$ cat config.mk
export PLATFORM = sky130hd
export DESIGN_NAME = sdf_stage_ctrl
export DESIGN_NICKNAME = d
export VERILOG_FILES = /design/src/rtl/sdf_stage_ctrl.sv
export SDC_FILE = /design/constraint.sdc
export NUM_CORES = 1
export LEC_CHECK = 0
export CORE_MARGIN = 2
export CORE_UTILIZATION = 47
export DETAILED_ROUTE_END_ITERATION = 8
export GPL_TIMING_DRIVEN = 0
export PLACE_DENSITY = 0.78
export SKIP_CTS_REPAIR_TIMING = 1
export SYNTH_ARGS = -nofsm -noshare
export SYNTH_HDL_FRONTEND = slang
export SYNTH_SLANG_ARGS = --single-unit
$ cat constraint.sdc
create_clock -name clk -period 2.5 [get_ports clk]
set_input_delay 0.75 -clock clk [delete_from_list [all_inputs] [get_ports clk]]
set_output_delay 0.75 -clock clk [all_outputs]
set_load 0.005 [all_outputs]
$ cat src/rtl/sdf_stage_ctrl.sv
// Control FSM for one radix-2 single-path delay-feedback FFT stage: delay-line shift
// enable, butterfly select, twiddle index, output qualification and frame-boundary flushing.
module sdf_stage_ctrl #(
    parameter int  DELAY = 8,
    parameter int  NPT   = 32,
    localparam int CW    = $clog2(2 * DELAY)
) (
    input  logic          clk,
    input  logic          rst,
    input  logic          in_valid,
    output logic          in_ready,
    input  logic          flush,
    output logic          sr_en,
    output logic          sel,
    output logic [4:0]    tw_idx,
    output logic          out_valid,
    output logic          frame_done,
    output logic          busy,
    output logic [1:0]    o_dbg_state,
    output logic [CW-1:0] o_dbg_cnt,
    output logic          o_dbg_flush_pend
);

    localparam int FW = CW - 1;
    localparam logic [CW-1:0] CNT_LAST   = CW'(2 * DELAY - 1);
    localparam logic [CW-1:0] DRAIN_LAST = CW'(DELAY - 1);
    localparam logic [FW-1:0] FILL_LAST  = FW'(DELAY - 1);
    localparam logic [4:0]    TW_STRIDE  = 5'(NPT / (2 * DELAY));

    typedef enum logic [1:0] {
        S_IDLE  = 2'd0,
        S_FILL  = 2'd1,
        S_RUN   = 2'd2,
        S_DRAIN = 2'd3
    } state_t;

    state_t        r_state;
    state_t        w_state_nxt;
    logic [CW-1:0] r_cnt;
    logic [CW-1:0] w_cnt_nxt;
    logic [FW-1:0] r_fill_cnt;
    logic [FW-1:0] w_fill_nxt;
    logic          r_flush_pend;
    logic          w_pend_nxt;
    logic          w_consume;
    logic          w_cnt_zero;
    logic          w_flush_req;

    always_ff @(posedge clk) begin
        if (rst) begin
            r_state      <= S_IDLE;
            r_cnt        <= '0;
            r_fill_cnt   <= '0;
            r_flush_pend <= 1'b0;
        end else begin
            r_state      <= w_state_nxt;
            r_cnt        <= w_cnt_nxt;
            r_fill_cnt   <= w_fill_nxt;
            r_flush_pend <= w_pend_nxt;
        end
    end

    always_comb begin
        w_state_nxt = r_state;
        w_cnt_nxt   = r_cnt;
        w_fill_nxt  = r_fill_cnt;
        w_pend_nxt  = r_flush_pend;
        w_cnt_zero  = (r_cnt == '0);
        w_flush_req = flush | r_flush_pend;
        in_ready    = 1'b1;
        w_consume   = 1'b0;
        sel         = 1'b0;
        sr_en       = 1'b0;
        out_valid   = 1'b0;

        case (r_state)
            S_IDLE: begin
                w_consume = in_valid;
                sel       = r_cnt[CW-1];
                sr_en     = w_consume;
                if (w_consume) begin
                    w_cnt_nxt   = r_cnt + CW'(1);
                    w_fill_nxt  = r_fill_cnt + FW'(1);
                    w_state_nxt = S_FILL;
                end
            end
            S_FILL: begin
                in_ready  = !(w_cnt_zero && w_flush_req);
                w_consume = in_valid & in_ready;
                sel       = r_cnt[CW-1];
                sr_en     = w_consume;
                // A flush seen while filling is only remembered; it takes effect at a RUN frame boundary.
                if (flush && !w_cnt_zero) begin
                    w_pend_nxt = 1'b1;
                end
                if (w_consume) begin
                    w_cnt_nxt = r_cnt + CW'(1);
                    if (r_fill_cnt == FILL_LAST) begin
                        w_fill_nxt  = '0;
                        w_state_nxt = S_RUN;
                    end else begin
                        w_fill_nxt = r_fill_cnt + FW'(1);
                    end
                end
            end
            S_RUN: begin
                in_ready  = !(w_cnt_zero && w_flush_req);
                w_consume = in_valid & in_ready;
                sel       = r_cnt[CW-1];
                sr_en     = w_consume;
                out_valid = w_consume;
                if (flush && !w_cnt_zero) begin
                    w_pend_nxt = 1'b1;
                end
                if (w_cnt_zero && w_flush_req) begin
                    w_state_nxt = S_DRAIN;
                end else if (w_consume) begin
                    w_cnt_nxt = r_cnt + CW'(1);
                end
            end
            S_DRAIN: begin
                in_ready  = 1'b0;
                sr_en     = 1'b1;
                out_valid = 1'b1;
                if (r_cnt == DRAIN_LAST) begin
                    w_cnt_nxt   = '0;
                    w_fill_nxt  = '0;
                    w_pend_nxt  = 1'b0;
                    w_state_nxt = S_IDLE;
                end else begin
                    w_cnt_nxt = r_cnt + CW'(1);
                end
            end
            default: begin
                w_state_nxt = S_IDLE;
            end
        endcase
    end

    assign frame_done       = w_consume && (r_cnt == CNT_LAST);
    assign tw_idx           = sel ? (5'(r_cnt[CW-2:0]) * TW_STRIDE) : 5'd0;
    assign busy             = (r_state != S_IDLE);
    assign o_dbg_state      = r_state;
    assign o_dbg_cnt        = r_cnt;
    assign o_dbg_flush_pend = r_flush_pend;

endmodule

Word-level counts from Yosys, hierarchy flattened --
Index checks and enable logic that the tools add are counted.
Word-level totals: register bits 10, logic and storage cells 62, output and inout bits 18
Cells by class: muxes and demuxes 25, reduce and logical (&&, ||, !) cells 16, bitwise operators 2, equal/unequal tests 13, add/subtract/negate cells 2
Operators with widths (count):
- 4-bit two-way mux | 5
- 4-bit case mux with 4 select lines | 1
- 3-bit two-way mux | 4
- 2-bit inequality test (second input constant) | 6
- 2-bit two-way mux | 5
- 3-bit case mux with 3 select lines | 1
- 1-bit case mux with 2 select lines | 4
- 2-bit case mux with 4 select lines | 1
- 5-bit AND reduction | 1
- 4-bit by 1-bit adder with 4-bit output (second input constant) | 1
- 2-bit equality test (second input constant) | 2
- 4-bit by 3-bit equality test with 1-bit output (second input constant) | 1
- 4-bit equality test (second input constant) | 1
- 4-bit zero test | 1
- 4-bit AND reduction | 1
- 2-bit nonzero test | 2
- 3-bit by 1-bit adder with 3-bit output (second input constant) | 1
- 3-bit equality test (second input constant) | 1
- 1-bit logical AND | 3
- 1-bit two-way mux | 3
- 1-bit case mux with 3 select lines | 1
- 3-bit AND reduction | 1
- 3-bit nonzero test | 1
- 3-bit OR reduction | 1
- 8 further kinds | 9

Logic depth before layout (Yosys ltp) --
Gate-level depths: netlist of run 1.
word-level depth 7, gate-level depth with buffers 7

Worst setup path before layout of run 1 --
Ideal clock, no wire load.
kind register to output, start point reg r_cnt[0] (netlist: o_dbg_cnt[0]), end point out sr_en, path buffers 0, cell stages (with the launch flop) 7, data arrival time 1412 ps, slack 338 ps, required time 1750 ps, cells stage by stage dfxtp_1 > inv_1 > ha_1 > or3b_4 > or2_1 > a21oi_1 > o22ai_1
On the way: word-level cells in the longest chain between the ends 5
RTL lines:
- from (decl) | line 39 | logic [CW-1:0] r_cnt;
- from (signal assigned) | line 57 | r_cnt <= w_cnt_nxt;
- 4-bit zero test | line 68 | w_cnt_zero = (r_cnt == '0);
- 1-bit logical AND | line 88, 107
- 1-bit zero test | line 88, 107
- 1-bit bitwise AND | line 89, 108
- 1-bit case mux with 3 select lines | line 76 | case (r_state)
- to (decl) | line 13 | output logic sr_en,
No other way between the ends.

Worst setup path after layout of run 1 --
start point reg r_cnt[1] (netlist: o_dbg_cnt[1]), end point out sr_en
Same word-level chain as after synthesis.

==> flow_summary_export.csv, run 1 <==
group,metric,value,unit
outcome,result_of_the_run,"finished with violations",
outcome,violations,"setup timing",
sta,tightestPinTransition,0.6106,ns
route,routed_wl,2.147,mm
sta,max_slew_margin,0.5824,
power,leakage,0.5246,nW
route,ant_nets,0,
global_routing,groute.usage.overall,0.1982,
floorplan,die-width,45.57,um
sta,hold_slack,0.4907,ns
global_routing,grt_pass1_vias,679,
route,first_pass_iters,4,
sta,setup_viol_count_final,2,
setup_path,worst_setup_path_start_kind,"register",
route,vias,792,
clocking,clk-insertion-delay-late,0.27,ns
global_routing,grt_pass1_wl,2.939,mm
clocking,tritoncts,"done",
placed_design,io_buffer_count,19,
clocking,tritoncts.num_buffers,3,
sta,period_share,1.070,
clocking,clock-sinks,10,
sta,setup-tns-final,-0.3162,ns
logic_synthesis,post_synth_fa_ha_maj_area_fraction,0.1541,
sta,unrepaired_setup_endpoints_after_global_routing,"yes",
clocking,clk_pin_slew,0.08,ns
global_routing,global_route.usage.met3,0.02778,
cells_and_area,area_occupied_by_registers,207.7,um^2
route,drt-wirelength-per-cell,15.34,um
cells_and_area,antenna_cells,0,
sta,final.min_clock_period,2.674,ns
logic_synthesis,yosys.area_share.simple,0.2496,
power,power.ir.vdd_worst,0.0007411,V
floorplan,start_util,0.4861,
setup_path,crit_path_end_kind,"primary output",
setup_path,worstReg2RegEnd,"o_dbg_state[0]",
clocking,cts.path.max_buffers,2,
logic_synthesis,synth-seq-cells,10,
global_routing,globalRouteMet2Util,0.3155,
setup_path,timing.critical_path.arrival,1.92,ns
global_routing,grt-busiest-layer,"met2",
hold_path,hold_path_depth,2,
cells_and_area,final_nets,139,
clocking,h_tree_depth,1,
cells_and_area,postLayoutCoreUtil,0.6951,
floorplan,dieHeight,45.57,um
route,route.detailed.vias_per_inst,5.657,
logic_synthesis,synth_area_in_compound_gates,0.1803,
cells_and_area,drive_above_1_share,0.2602,
global_routing,grt_overflow,0,
placed_design,dpl.hpwl,1.468,mm
cells_and_area,area_used_by_multi_input_combinational_logic,629.4,um^2
placed_design,finalWeightedCongestion,0.8311,
cells_and_area,fillCellCount,138,
setup_path,setup.worst_path.class,"register to primary output",
power,power_density,1094,mW/mm^2
clocking,clockRootBuffer,"sky130_fd_sc_hd__clkbuf_4",
logic_synthesis,synth.mux.area_fraction,0.1002,
floorplan,floorplan.core_area,0.001670,mm^2
sta,max_freq,373.9,MHz
cells_and_area,flow.area_growth_from_synthesis,42.99,%
setup_path,reg2reg_from,"o_dbg_cnt[1]",
logic_synthesis,synth-async-reset-ratio,0,
setup_path,cp.required,1.75,ns
logic_synthesis,yosys.area.top_type_share,0.2465,
setup_path,critical_path.max_fanout,6,
logic_synthesis,synth_xor_xnor_area_share,0,
sta,final_max_slew_viol_count,0,
floorplan,placement_rows,15,
hold_path,worst_hold_path_class,"register to register",
logic_synthesis,netlist_area,812.0,um^2
logic_synthesis,synth_edf_count,0,
logic_synthesis,dominant_combinational_cell_family_by_area_after_synthesis,"simple AND/OR/NAND/NOR gates",
route,drt_iter0_markers,19,
hold_path,hold_path_startpoint,"r_fill_cnt[1]",
logic_synthesis,synth.top_cells.by_count,"sky130_fd_sc_hd__dfxtp_1, sky130_fd_sc_hd__ha_1, sky130_fd_sc_hd__nand2b_1",
global_routing,maximum_number_of_pins_on_one_net_before_global_route_repair,11,
logic_synthesis,synth.largest_area_cell,"sky130_fd_sc_hd__dfxtp_1",
logic_synthesis,synthCells,96,
logic_synthesis,yosysWarnings,0,
hold_path,worst_hold_path.endpoint,"r_fill_cnt[1]",
floorplan,design.portCount,22,
run,timing.max_cap.violations,0,
logic_synthesis,synth_ff_type,"sky130_fd_sc_hd__dfxtp_1",
power,total_power,1.270,mW
sta,setup_ws,-0.1744,ns
placed_design,placed_cells,133,
route,detail_route.drc_violations,0,
sta,fin_worst_skew,0.01091,ns
setup_path,timing.reg2reg.setup_slack,0.36,ns
setup_path,r2r.worst_path.cells,7,
global_routing,antenna_found_initial,0,
logic_synthesis,post_synth_main_area_contributors,"sky130_fd_sc_hd__dfxtp_1, sky130_fd_sc_hd__ha_1, sky130_fd_sc_hd__mux2i_1, sky130_fd_sc_hd__nand2b_1, sky130_fd_sc_hd__inv_1",
floorplan,fp.dieArea,0.002076,mm^2
logic_synthesis,synth.distinct_cells,33,
logic_synthesis,synth.yosys.seq_area_share,0.2465,
logic_synthesis,postSynthAreaPerCell,8.459,um^2
sta,timing_hold_violations_final,0,
cells_and_area,finish.cell_count_without_fillers,140,
global_routing,global_route.usage.met1,0.2560,
-- cells by family (layout without fill, tap and decap cells) --
logic type               count (synthesis)  after routing
flip-flops                              10             10
adder cells (fa/ha/maj)                 10             10
multiplexers                             8              8
AND/OR/NAND/NOR                         34             34
buffers and inverters                   12             38
other                                    1              2
AO/OA/AOI/OAI                           21             21
-- sequential cells by signal, indices dropped and copies added, names as in the netlist --
register / flops
o_dbg_state: 2
r_fill_cnt: 3
o_dbg_flush_pend: 1
o_dbg_cnt: 4
-- worst max-delay path, stage by stage (launching register included) --
cell                      delay (ns)
sky130_fd_sc_hd__dfxtp_2        0.36
sky130_fd_sc_hd__inv_2          0.07
sky130_fd_sc_hd__ha_4           0.11
sky130_fd_sc_hd__or3b_4         0.41
sky130_fd_sc_hd__buf_6          0.14
sky130_fd_sc_hd__or2_4          0.24
sky130_fd_sc_hd__a21oi_2        0.12
sky130_fd_sc_hd__o22ai_1        0.07
sky130_fd_sc_hd__buf_2          0.13
-- final cells by class --
class                           count  area share
Inverter                            8     0.02586
Tap cell                           17     0.01832
Multi-Input combinational cell     75      0.5420
Timing Repair Buffer               24      0.1994
Buffer                              3     0.01616
Sequential cell                    10      0.1789
Clock buffer                        3     0.01940
-- metrics by stage --
stage	area (um^2)	setup WS [ns]
floorplan	815.8	0.3377
global placement	1027	-0.5554
detailed placement	1027	-0.5864
CTS	1050	-0.5958
global route	1161	-0.2319
finish	1161	-0.1744
-- cells in the final DEF, fill, tap and decap left out, types with 2 or more instances in the layout --
cell,n
sky130_fd_sc_hd__buf_4,6
sky130_fd_sc_hd__inv_2,2
sky130_fd_sc_hd__nor2_1,4
sky130_fd_sc_hd__and2_1,3
sky130_fd_sc_hd__nand3b_1,2
sky130_fd_sc_hd__ha_4,2
sky130_fd_sc_hd__a211o_1,2
sky130_fd_sc_hd__nand3_1,3
sky130_fd_sc_hd__a21o_1,2
sky130_fd_sc_hd__conb_1,2
sky130_fd_sc_hd__nand2b_1,9
sky130_fd_sc_hd__ha_1,7
sky130_fd_sc_hd__a21oi_2,2
sky130_fd_sc_hd__mux2i_1,7
sky130_fd_sc_hd__inv_1,6
sky130_fd_sc_hd__nor2b_1,3
sky130_fd_sc_hd__dfxtp_2,3
sky130_fd_sc_hd__a221oi_1,2
sky130_fd_sc_hd__clkbuf_4,3
sky130_fd_sc_hd__clkdlybuf4s50_1,13
sky130_fd_sc_hd__o21ai_0,3
sky130_fd_sc_hd__dfxtp_1,6
sky130_fd_sc_hd__a21oi_1,2
sky130_fd_sc_hd__nor2_4,2
sky130_fd_sc_hd__dlymetal6s2s_1,4
-- routing by layer --
layer / part of all wire / vias up / routed length [um]
met3: 0.049 / 4 / 106
met4: 0.014 / 0 / 31
met1: 0.44 / 375 / 944
li1: - / 389 / -
met5: 0 / - / 0
met2: 0.50 / 24 / 1065
-- worst max-delay path by stage --
stage	startpoint	end	slack [ns]	cells past startpoint
3_3_place_gp	flush	sr_en	-0.56	6
5_1_grt	o_dbg_cnt[0]	sr_en	-0.23	8
2_1_floorplan	o_dbg_cnt[0]	sr_en	0.34	6
6_report	o_dbg_cnt[1]	sr_en	-0.17	8
4_1_cts	flush	sr_en	-0.60	6
3_5_place_dp	flush	sr_en	-0.59	6
-- power breakdown --
part | internal, mW | switching, mW
clock network | 0.0557 | 0.0639
logic | 0.451 | 0.409
registers | 0.221 | 0.0697
No activity file was read; power rests on OpenSTA's default activity.
==> inputs of run 2 (changes only) <==
--- a/config.mk
+++ b/config.mk
@@ -5,8 +5,10 @@
 export SDC_FILE = /design/constraint.sdc
 export NUM_CORES = 1
 export LEC_CHECK = 0
-export CORE_MARGIN = 2
-export CORE_UTILIZATION = 47
+export ABC_AREA = 1
+export CORE_ASPECT_RATIO = 1.4
+export CORE_MARGIN = 5
+export CORE_UTILIZATION = 48
 export DETAILED_ROUTE_END_ITERATION = 8
 export GPL_TIMING_DRIVEN = 0
 export PLACE_DENSITY = 0.78
==> run 2 against run 1 <==
Against the previous run:
- the flow now finishes without violations
- wire length is 9.9% lower
- global-route usage is 3.5 points lower
- setup slack better by 0.26 ns
- register-to-register slack better by 0.62 ns
- area after synthesis is 8.9% higher
- power is 29% higher
- largest power group unchanged
==> flow_summary_export.csv, run 2 <==
group,metric,value,unit
logic_synthesis,most_frequent_cell_after_synthesis,"sky130_fd_sc_hd__nand2_1",
logic_synthesis,synth.distinct_cells,24,
placed_design,area_post_placement,0.001094,mm^2
global_routing,grt_overflow,0,
global_routing,antenna_found_initial,0,
setup_path,cp.required,1.75,ns
logic_synthesis,synth_edf_count,0,
sta,setup_ws,0.08132,ns
power,power.ir.vdd_worst,0.0008482,V
cells_and_area,drive_above_1_share,0.2267,
cells_and_area,final_nets,165,
logic_synthesis,synth.yosys.seq_area_share,0.2263,
power,total_power,1.636,mW
logic_synthesis,yosys.area.top_type_share,0.2263,
logic_synthesis,yosysWarnings,0,
placed_design,dpl_worst_slack,-0.4666,ns
global_routing,groute.usage.overall,0.1628,
route,vias,835,
setup_path,setup.worst_path.class,"input pin to primary output",
cells_and_area,finalInstanceArea,0.001181,mm^2
sta,period_share,0.9675,
clocking,tritoncts,"done",
clocking,clk_pin_slew,0.07,ns
logic_synthesis,synth.largest_area_cell,"sky130_fd_sc_hd__dfxtp_1",
clocking,clockRootBuffer,"sky130_fd_sc_hd__clkbuf_4",
cells_and_area,final_cell_mix,"sky130_fd_sc_hd__nand2_1, sky130_fd_sc_hd__inv_1, sky130_fd_sc_hd__nand3_1, sky130_fd_sc_hd__clkdlybuf4s50_1, sky130_fd_sc_hd__nor2_1",
global_routing,grt_pass1_wl,3.305,mm
setup_path,worst_setup_path_start_kind,"input pin",
global_routing,grt_pass1_vias,806,
clocking,tritoncts.num_buffers,3,
logic_synthesis,synthCells,126,
cells_and_area,fillCellCount,162,
logic_synthesis,synth_ff_type,"sky130_fd_sc_hd__dfxtp_1",
logic_synthesis,postSynthAreaPerCell,7.021,um^2
sta,final_max_slew_viol_count,0,
floorplan,start_util,0.5036,
logic_synthesis,post_synth_main_area_contributors,"sky130_fd_sc_hd__dfxtp_1, sky130_fd_sc_hd__ha_1, sky130_fd_sc_hd__nand2_1, sky130_fd_sc_hd__inv_1, sky130_fd_sc_hd__nand3_1",
route,routed_wl,1.934,mm
sta,setup_viol_count_final,0,
sta,timing_hold_violations_final,0,
clocking,clock-sinks,10,
run,timing.max_cap.violations,0,
floorplan,design.portCount,22,
logic_synthesis,synth-async-reset-ratio,0,
clocking,cts.path.max_buffers,2,
hold_path,worst_hold_path_class,"register to register",
floorplan,die-width,46.28,um
route,drt_iter0_markers,26,
clocking,clk-insertion-delay-late,0.28,ns
placed_design,dpl.hpwl,1.578,mm
global_routing,maximum_number_of_pins_on_one_net_before_global_route_repair,10,
sta,max_freq,413.4,MHz
route,first_pass_iters,4,
placed_design,io_buffer_count,18,
logic_synthesis,netlist_area,884.6,um^2
sta,final.min_clock_period,2.419,ns
route,detail_route.drc_violations,0,
logic_synthesis,synth.top_cells.by_count,"sky130_fd_sc_hd__nand2_1, sky130_fd_sc_hd__inv_1, sky130_fd_sc_hd__nand3_1",
cells_and_area,flow.area_growth_from_synthesis,33.52,%
cells_and_area,layout_commonest_cell,"sky130_fd_sc_hd__nand2_1",
power,leakage,0.6451,nW
floorplan,dieHeight,60.80,um
cells_and_area,largest_reg_flops,4,
setup_path,critical_path.max_fanout,3,
route,route.detailed.vias_per_inst,4.912,
setup_path,crit_path_end_kind,"primary output",
sta,fin_worst_skew,0.002422,ns
cells_and_area,antenna_cells,0,
floorplan,placement_rows,18,
sta,unrepaired_setup_endpoints_after_global_routing,"no",
route,drt-wirelength-per-cell,11.38,um
power,power_density,1385,mW/mm^2
setup_path,timing.critical_path.arrival,1.67,ns
floorplan,fp.dieArea,0.002814,mm^2
clocking,h_tree_depth,1,
route,ant_nets,0,
placed_design,finalWeightedCongestion,0.7429,
floorplan,floorplan.core_area,0.001757,mm^2
outcome,result_of_the_run,"completed",
logic_synthesis,synth-seq-cells,10,
-- run 2: critical path, stage by stage --
cell and delay, ns:
sky130_fd_sc_hd__clkdlybuf4s50_1 0.55, sky130_fd_sc_hd__inv_1 0.10, sky130_fd_sc_hd__o22ai_1 0.12, sky130_fd_sc_hd__dlymetal6s2s_1 0.14
-- run 2: cells by family (layout without fill, tap and decap cells) --
kind of cell | Yosys count | after routing | share of synthesized area
buf+inv | 23 | 46 | 0.1145
compound gates | 13 | 13 | 0.09054
flops | 10 | 10 | 0.2263
other cells | 1 | 2 | 0.004239
fa+ha+maj | 10 | 10 | 0.1414
simple gates | 67 | 67 | 0.4031
xor+xnor | 2 | 2 | 0.01981
-- run 2: per-stage QoR --
step                      TNS, ns    util  hold slack (ns)  std cells
after floorplan                 0       -           0.4428        127
after CTS                  -1.577  0.6432           0.4699        169
after detailed placement   -1.568  0.6225           0.4587        165
final                           0  0.6724           0.4692        170
after global placement     -1.501  0.6225           0.4521        165
after global routing            0  0.6724           0.5079        170
-- run 2: power by group --
part           internal, mW  switching, mW
logic                 0.550          0.635
clock network        0.0887         0.0645
registers             0.232         0.0669
total                 0.870          0.766
-- run 2: path summary, 6_finish.rpt --
path                 startpoint             to  slack [ns]  depth (start not counted)
setup / recovery       in_valid          sr_en        0.08                          4
setup reg to reg   o_dbg_cnt[0]   o_dbg_cnt[0]        0.98                         10
hold / removal    r_fill_cnt[1]  r_fill_cnt[1]        0.47                          2
hold reg to reg   r_fill_cnt[1]  r_fill_cnt[1]        0.47                          2
-- run 2: layout make-up --
type / instances / area (um^2) / area share
plain buffers: 4 / 30.03 / 0.02542
repair buffers: 19 / 205.2 / 0.1737
clock buffers: 4 / 36.28 / 0.03072
multi-input cells: 94 / 610.6 / 0.5170
inverters: 19 / 71.32 / 0.06038
well taps: 20 / 25.02 / 0.02119
flip-flops and latches: 10 / 202.7 / 0.1716
-- run 2: metal layers --
metal / global-route usage / vias to the layer above / share of wire
met5: 0 / - / 0
met4: 0.08537 / 0 / 0.013
met3: 0.02077 / 4 / 0.036
met2: 0.3012 / 12 / 0.56
met1: 0.1714 / 375 / 0.39
li1: - / 444 / -
==> inputs of run 3 (changes only) <==
--- a/config.mk
+++ b/config.mk
@@ -9,9 +9,11 @@
 export CORE_ASPECT_RATIO = 1.4
 export CORE_MARGIN = 5
 export CORE_UTILIZATION = 48
+export CTS_BUF_LIST = sky130_fd_sc_hd__clkbuf_16
 export DETAILED_ROUTE_END_ITERATION = 8
 export GPL_TIMING_DRIVEN = 0
 export PLACE_DENSITY = 0.78
+export REMOVE_ABC_BUFFERS = 1
 export SKIP_CTS_REPAIR_TIMING = 1
 export SYNTH_ARGS = -nofsm -noshare
 export SYNTH_HDL_FRONTEND = slang
==> run 3 against run 2 <==
Against the previous run:
- highest routed layer unchanged
- critical endpoint is now tw_idx[3]
- sequential cell count unchanged
- final area grew 1.4%
- setup slack better by 0.059 ns
- critical path depth is 1 higher
==> flow_summary_export.csv, run 3 (same netlist as run 2, synthesis figures left out) <==
group,metric,value,unit
cells_and_area,area_occupied_by_registers,200.2,um^2
outcome,result_of_the_run,"completed",
route,vias,801,
cells_and_area,final_cell_mix,"sky130_fd_sc_hd__nand2_1, sky130_fd_sc_hd__inv_1, sky130_fd_sc_hd__clkdlybuf4s50_1",
cells_and_area,layout_commonest_cell,"sky130_fd_sc_hd__nand2_1",
power,leakage,0.6164,nW
floorplan,dieHeight,60.80,um
global_routing,grt_pass1_wl,3.236,mm
clocking,tritoncts.num_buffers,3,
placed_design,io_buffer_count,19,
setup_path,worst_setup_path_start_kind,"register",
global_routing,global_route.usage.met1,0.1789,
clocking,cts.path.max_buffers,2,
sta,fin_worst_skew,0.0002595,ns
sta,timing_hold_violations_final,0,
route,detail_route.drc_violations,0,
route,ant_nets,0,
setup_path,setup.worst_path.class,"register to primary output",
cells_and_area,final_nets,163,
route,drt_iter0_markers,17,
global_routing,globalRouteMet2Util,0.2756,
clocking,clockRootBuffer,"sky130_fd_sc_hd__clkbuf_16",
floorplan,floorplan.core_area,0.001757,mm^2
cells_and_area,area_used_by_multi_input_combinational_logic,600.6,um^2
sta,setup_viol_count_final,0,
placed_design,area_post_placement,0.001074,mm^2
global_routing,global_route.usage.met3,0.03561,
global_routing,maximum_number_of_pins_on_one_net_before_global_route_repair,10,
sta,period_share,0.9439,
setup_path,critical_path.max_fanout,5,
cells_and_area,fillCellCount,163,
clocking,tritoncts,"done",
clocking,clock-sinks,10,
cells_and_area,flow.area_growth_from_synthesis,35.36,%
route,first_pass_iters,4,
cells_and_area,finish.cell_count_without_fillers,167,
placed_design,finalWeightedCongestion,0.7519,
sta,max_freq,423.8,MHz
sta,final.min_clock_period,2.360,ns
sta,setup-tns-final,0,ns
cells_and_area,antenna_cells,0,
setup_path,crit_path_end_kind,"primary output",
floorplan,fp.dieArea,0.002814,mm^2
placed_design,placed_cells,162,
placed_design,dpl.hpwl,1.553,mm
route,routed_wl,1.924,mm
clocking,clk_pin_slew,0.04,ns
cells_and_area,finalInstanceArea,0.001197,mm^2
global_routing,grt-busiest-layer,"met2",
clocking,h_tree_depth,1,
clocking,clk-insertion-delay-late,0.23,ns
global_routing,antenna_found_initial,0,
floorplan,placement_rows,18,
hold_path,worst_hold_path_class,"register to register",
sta,unrepaired_setup_endpoints_after_global_routing,"no",
setup_path,cp.required,1.75,ns
global_routing,grt_pass1_vias,788,
floorplan,design.portCount,22,
setup_path,timing.critical_path.arrival,1.61,ns
sta,final_max_slew_viol_count,0,
run,timing.max_cap.violations,0,
power,total_power,1.767,mW
floorplan,start_util,0.5036,
global_routing,groute.usage.overall,0.1571,
global_routing,grt_overflow,0,
cells_and_area,largest_reg_flops,4,
route,route.detailed.vias_per_inst,4.796,
route,drt-wirelength-per-cell,11.52,um
power,power_density,1476,mW/mm^2
power,power.ir.vdd_worst,0.0008290,V
cells_and_area,drive_above_1_share,0.1905,
floorplan,die-width,46.28,um
[run 3: cell count changes in the layout (fill, tap and decap cells not counted), sizes merged]
cell           previous run  this run
dlymetal6s2s              7         5
clkdlybuf4s50            11        13
buf                       5         3
clkbuf                    4         3
[run 3: where the power goes]
| group | internal (mW) | switching, mW | leakage [nW] |
|---|---|---|---|
| Sequential | 0.229 | 0.0737 | 0.0823 |
| Combinational | 0.554 | 0.638 | 0.497 |
| Clock | 0.207 | 0.0662 | 0.0370 |
| Total | 0.990 | 0.778 | 0.616 |
[run 3: final cells by class]
cell class / instances / area share
multi-input cells: 94 / 0.5016
repair buffers: 21 / 0.1881
flip-flops and latches: 10 / 0.1672
clock buffers: 3 / 0.06270
inverters: 19 / 0.05956
well taps: 20 / 0.02090
[run 3: metal layers]
layer  wire length, um  part of all wire  up-vias
met3                73             0.038        4
li1                  -                 -      434
met5                 0                 0        -
met2              1028              0.53       15
met1               792              0.41      348
met4                29             0.015        0
[run 3: worst paths after layout]
path | startpoint | end | slack [ns] | depth (start not counted)
worst max-delay path | o_dbg_state[0] | tw_idx[3] | 0.14 | 5
worst min-delay path | r_fill_cnt[2] | r_fill_cnt[2] | 0.47 | 2
worst max register to register | o_dbg_cnt[1] | r_fill_cnt[0] | 1.00 | 8
worst min register to register | r_fill_cnt[2] | r_fill_cnt[2] | 0.47 | 2
[run 3: metrics by stage]
step / hold slack (ns) / worst slack (ns) / util
floorplan: 0.4367 / 0.5202 / -
global placement: 0.4526 / -0.4387 / 0.6111
detailed placement: 0.4699 / -0.4452 / 0.6111
CTS: 0.4752 / -0.4494 / 0.6538
global route: 0.4944 / 0.01477 / 0.6816
finish: 0.4710 / 0.1402 / 0.6816
[run 3: critical path, stage by stage (launching register included)]
cell and delay [ns]:
sky130_fd_sc_hd__dfxtp_1 0.34, sky130_fd_sc_hd__ha_1 0.23, sky130_fd_sc_hd__nor2_2 0.12, sky130_fd_sc_hd__inv_1 0.08, sky130_fd_sc_hd__nor2_2 0.10, sky130_fd_sc_hd__clkdlybuf4s50_1 0.50
